<file path="src/rtl/br_update_ctrl.sv">
// Branch resolution controller: mispredict flush/redirect plus a training FIFO.
// Optional stats counters are enabled with `define BR_STATS_EN.
module br_update_ctrl #(
  parameter int DEPTH = 4,
  parameter int IDX_W = 2
) (
  input  logic             CLK,
  input  logic             nRST,
  input  logic             ex_valid,
  input  logic [31:0]      ex_pc,
  input  logic             ex_taken,
  input  logic [31:0]      ex_target,
  input  logic [31:0]      ex_npc,
  input  logic             ex_pred_taken,
  input  logic [31:0]      ex_pred_target,
  output logic             upd_valid,
  input  logic             upd_ready,
  output logic [IDX_W-1:0] upd_index,
  output logic             upd_taken,
  output logic [31:0]      upd_target,
  output logic             stall_ex,
  output logic             flush,
  output logic [31:0]      redirect_pc,
  output logic [15:0]      br_cnt,
  output logic [15:0]      mp_cnt
);

  localparam int PW = $clog2(DEPTH);
  localparam logic [PW:0] CNT_FULL = (PW+1)'(DEPTH);

  typedef enum logic {RUN = 1'b0, FLUSH = 1'b1} state_t;

  typedef struct packed {
    logic [IDX_W-1:0] idx;
    logic             taken;
    logic [31:0]      tgt;
  } ent_t;

  ent_t          r_mem [DEPTH];
  logic [PW-1:0] r_wp;
  logic [PW-1:0] r_rp;
  logic [PW:0]   r_cnt;
  state_t        r_state;
  state_t        w_state_nxt;
  logic [31:0]   r_redirect;

  logic w_accept;
  logic w_mp;
  logic w_pop;
  ent_t w_ent;
  ent_t w_head;

  // Only the index bits of the PC are trained.
  logic w_unused;
  assign w_unused = ^{ex_pc[31:IDX_W+2], ex_pc[1:0]};

  assign stall_ex = (r_cnt == CNT_FULL);
  assign upd_valid = (r_cnt != '0);
  assign w_pop = upd_valid && upd_ready;
  assign w_accept = ex_valid && !stall_ex && (r_state == RUN);

  assign w_mp = (ex_taken != ex_pred_taken) ||
                (ex_taken && ex_pred_taken &&
                 (ex_target != ex_pred_target));

  assign w_ent.idx = ex_pc[IDX_W+1:2];
  assign w_ent.taken = ex_taken;
  assign w_ent.tgt = ex_target;

  assign w_head = r_mem[r_rp];
  assign upd_index = w_head.idx;
  assign upd_taken = w_head.taken;
  assign upd_target = w_head.tgt;

  assign flush = (r_state == FLUSH);
  assign redirect_pc = r_redirect;

  always_comb begin
    w_state_nxt = r_state;
    unique case (r_state)
      RUN:   if (w_accept && w_mp) w_state_nxt = FLUSH;
      FLUSH: w_state_nxt = RUN;
      default: w_state_nxt = RUN;
    endcase
  end

  always_ff @(posedge CLK or negedge nRST) begin
    if (!nRST) begin
      r_state <= RUN;
      r_redirect <= '0;
    end else begin
      r_state <= w_state_nxt;
      if (w_accept && w_mp)
        r_redirect <= ex_taken ? ex_target : ex_npc;
    end
  end

  always_ff @(posedge CLK or negedge nRST) begin
    if (!nRST) begin
      for (int i = 0; i < DEPTH; i++)
        r_mem[i] <= '0;
      r_wp <= '0;
      r_rp <= '0;
      r_cnt <= '0;
    end else begin
      if (w_accept) begin
        r_mem[r_wp] <= w_ent;
        r_wp <= r_wp + 1'b1;
      end
      if (w_pop)
        r_rp <= r_rp + 1'b1;
      unique case ({w_accept, w_pop})
        2'b10:   r_cnt <= r_cnt + 1'b1;
        2'b01:   r_cnt <= r_cnt - 1'b1;
        default: r_cnt <= r_cnt;
      endcase
    end
  end

`ifdef BR_STATS_EN
  logic [15:0] r_br_cnt;
  logic [15:0] r_mp_cnt;

  // Saturating so long runs never wrap back to small values.
  always_ff @(posedge CLK or negedge nRST) begin
    if (!nRST) begin
      r_br_cnt <= '0;
      r_mp_cnt <= '0;
    end else begin
      if (w_accept && (r_br_cnt != 16'hFFFF))
        r_br_cnt <= r_br_cnt + 16'd1;
      if (w_accept && w_mp && (r_mp_cnt != 16'hFFFF))
        r_mp_cnt <= r_mp_cnt + 16'd1;
    end
  end

  assign br_cnt = r_br_cnt;
  assign mp_cnt = r_mp_cnt;
`else
  assign br_cnt = '0;
  assign mp_cnt = '0;
`endif

endmodule

</file>
<file path="config.mk">
export PLATFORM = sky130hd
export DESIGN_NAME = br_update_ctrl
export DESIGN_NICKNAME = d
export VERILOG_FILES = /design/src/rtl/br_update_ctrl.sv
export SDC_FILE = /design/constraint.sdc
export NUM_CORES = 1
export LEC_CHECK = 0
export BUFFER_PORTS_ARGS = -buffer_cell sky130_fd_sc_hd__buf_2
export CORE_ASPECT_RATIO = 1.4
export CORE_MARGIN = 2
export CORE_UTILIZATION = 35
export DETAILED_ROUTE_END_ITERATION = 8
export GPL_TIMING_DRIVEN = 0
export HOLD_SLACK_MARGIN = 0.06
export PLACE_DENSITY_LB_ADDON = 0.05
export SYNTH_ARGS = -nofsm -noshare
export SYNTH_HDL_FRONTEND = slang
export SYNTH_SLANG_ARGS = --single-unit
</file>
<file path="constraint.sdc">
create_clock -name CLK -period 2.6 [get_ports CLK]
set_clock_uncertainty 0.1 [all_clocks]
set_input_delay 0.13 -clock CLK [delete_from_list [all_inputs] [get_ports CLK]]
set_output_delay 0.13 -clock CLK [all_outputs]
set_load 0.03 [all_outputs]
</file>
==> results.toml <==
[global_routing]
antenna_found_initial = 0
global_route.usage.total = 0.215
met1_usage = 0.286
global_route_met3_utilization = 0.0451
global_route_overflow = 0
use_met2 = 0.347
top_usage_layer = "met2"
grt_max_degree = 109
grt_pass1_wl_mm = 46.0
grt_pass1_vias = 7549

[synthesis]
yosys.cell_types.count = 32
mappedNetlistArea_sq_mm = 0.00971
synth.top_cells.by_area = "sky130_fd_sc_hd__dfrtp_1 (46%), sky130_fd_sc_hd__mux2_2 (20%), sky130_fd_sc_hd__mux4_2 (8.1%)"
yosys_register_bits = 180
synth_top_cell_by_area = "sky130_fd_sc_hd__dfrtp_1"
synthesis.yosys.warnings = 0
post_synth_inst_count = 787
synth_ff_type = "sky130_fd_sc_hd__dfrtp_1"
yosysTopAreaCellShare = 0.464
synth_top_cells_by_count = "sky130_fd_sc_hd__dfrtp_1 (180), sky130_fd_sc_hd__mux2_2 (172), sky130_fd_sc_hd__nand2_1 (66), sky130_fd_sc_hd__nand3_1 (64), sky130_fd_sc_hd__buf_4 (47)"
synth-edff-count = 0
syn_area_per_cell_sq_um = 12.3
synth-seq-area-share = 0.464
synth-async-reset-ratio = 1.00
yosys.cell_count.top_type = "sky130_fd_sc_hd__dfrtp_1"

[routing]
drt_first_pass_iters = 5
final_antenna_net_count = 0
post_drt_wl_per_cell_um = 21.0
route.detailed.drc = 0
detailedRoute.firstIterationViolations = 432
routed_via_density = 5.13
num_vias = 7437
totalWireLength_mm = 30.5

[power]
switchingPower_mw = 6.09
share_seq_of_total_power = 0.341
static-leakage-power_nw = 5.54
pwr_density_cell_mw_per_mm2 = 1210
ir_drop_mv = 0.629
combinationalPowerShare = 0.485
internal-power_mw = 8.85
totalPowerFinal_mw = 14.9
power.share.switching = 0.408
power.share.clock = 0.174

[place]
io_buffers = 173
place_hpwl_mm = 21.7
gp_routability_congestion = 0.831
place_inst = 1362
dpl_cell_area_sq_mm = 0.0112

[clock_network]
tritoncts_clock_tree = "done"
cts-htree-levels = 4
insertion_delay_ns = 0.44
cts_made_buffers = 17
root_buffer = "sky130_fd_sc_hd__clkbuf_16"
clock-sinks = 180
cts_buffer_depth = 2
cts.clk_slew.worst_paths_ns = 0.07

[setup_path]
worstSetupPathType = "flop to primary output"
critical_path.endpoint_type = "primary output"
critical_path_required_ns = 2.37
timing.critical_path.from_type = "flop"
r2r.worst_path.cells = 10
worstPathArrival_ns = 2.18
critPathMaxFanout = 10

[sta]
tns_ns = 0
finalHoldViolations = 0
finalSetupViolCount = 0
rsz0062_at_grt = "false"
worstMarginPinSlew_ns = 0.973
timing.hold.ws_ns = 0.0720
final_slew_violations = 0
finalWorstPathRequiredPeriod_ns = 2.41
fin_crit_sh = 0.926
max_clock_freq_mhz = 416
worst_slew_margin_rel = 0.346

[floorplanning]
die-width_um = 145
floorplan.core_area_sq_mm = 0.0275
initial_core_util = 0.353
die-height_um = 201
design.die.area_sq_mm = 0.0291
io-pin-count = 236
rows = 72

[layout]
area_growth_pct = 27.5
final_cell_area_sq_mm = 0.0124
num_antenna_cells = 0
finish.cell_count_without_fillers = 1451
nets = 1209
proportion_of_layout_cells_with_a_drive_suffix_above_1 = 0.460
fillCellCount = 2632

[outcome]
result_of_the_run = "completed"

[run]
maxCapViolations = 0

[min_path]
whs_path_depth = 4
worstHoldPathType = "input pin to flop"
-- final cells by class --
type                       instances  area, sq um  area share
timing repair buffer             233         1490       0.121
multi-input combinational        536         4720       0.381
inverter                           7         28.8     0.00232
clock inverter                    13          123     0.00990
buffer                            93          599      0.0484
sequential                       180         4500       0.364
clock buffer                      19          453      0.0366
tap                              370          463      0.0374
-- cell families after synthesis --
logic type | Yosys count | share of synthesized area
compound gates | 35 | 0.0304
xor+xnor | 38 | 0.0343
fa+ha+maj | 7 | 0.00979
buf+inv | 102 | 0.0642
flops | 180 | 0.464
mux | 208 | 0.282
other cells | 1 | 0.000386
simple gates | 216 | 0.115
-- worst max-delay path, cell delays in order, from the launching register on --
cell and delay [ns]:
sky130_fd_sc_hd__dfrtp_1 0.31, sky130_fd_sc_hd__buf_2 0.30, sky130_fd_sc_hd__clkbuf_4 0.37, sky130_fd_sc_hd__mux4_2 0.54, sky130_fd_sc_hd__buf_2 0.19
-- what timing repair did --
item                       in CTS  in global routing
hold endpoints to repair      224                  8
resized for setup               5                  4
setup buffers                   0                  0
setup endpoints to repair      31                 56
hold buffers                   57                  2
-- layer usage --
metal,routed length [um],vias to the layer above
met4,748,0
met3,1530,32
met5,0,-
met2,15100,227
met1,13100,3767
li1,-,3411
-- state kept, by name, indices dropped and copies added (netlist names) --
| signal | cells |
|---|---|
| r_mem | 140 |
| redirect_pc | 32 |
| r_cnt | 3 |
| r_rp | 2 |
| r_wp | 2 |
| flush | 1 |
-- final timing paths --
path                                                    end                  from  slack [ns]
worst max-delay path                         upd_target[15]   r_rp[0]$_DFFE_PN0P_        0.19
worst min-delay path            redirect_pc[27]$_DFFE_PN0P_            ex_npc[27]        0.07
max in group asynchronous            r_mem[114]$_DFFE_PN0P_                  nRST        1.26
worst max register to register         r_cnt[2]$_DFFE_PN0P_  r_cnt[0]$_DFFE_PN0P_        0.20
worst min register to register         r_cnt[2]$_DFFE_PN0P_  r_cnt[2]$_DFFE_PN0P_        0.40
min in group asynchronous            r_mem[108]$_DFFE_PN0P_                  nRST        0.17
-- through the flow --
step | worst slack [ns] | util
2_1_floorplan | 0.0976 | -
3_3_place_gp | -2.04 | 0.406
3_5_place_dp | -0.0767 | 0.408
4_1_cts | 0.0263 | 0.450
5_1_grt | 0.0215 | 0.451
6_report | 0.194 | 0.451
-- power groups by stage --
| stage | clock network [mW] | registers [mW] | logic (mW) |
|---|---|---|---|
| 2_1_floorplan | 0 | 5.38 | 4.94 |
| 3_3_place_gp | 0 | 5.08 | 7.25 |
| 3_5_place_dp | 0 | 5.12 | 7.30 |
| 4_1_cts | 2.67 | 5.06 | 7.39 |
| 5_1_grt | 2.78 | 5.29 | 7.79 |
| 6_report | 2.59 | 5.10 | 7.25 |
-- cells in the final DEF (no fill, tap or decap), drive strengths merged, types with 32 or more instances in the layout --
cell type	instances
buf	246
and3	32
o2111ai	32
conb	32
nand2	70
dfrtp	180
nand4	34
mux4	35
clkbuf	40
dlygate4sd3	59
xor2	35
nand3	64
mux2	172
(Power assumes the default switching activity.)
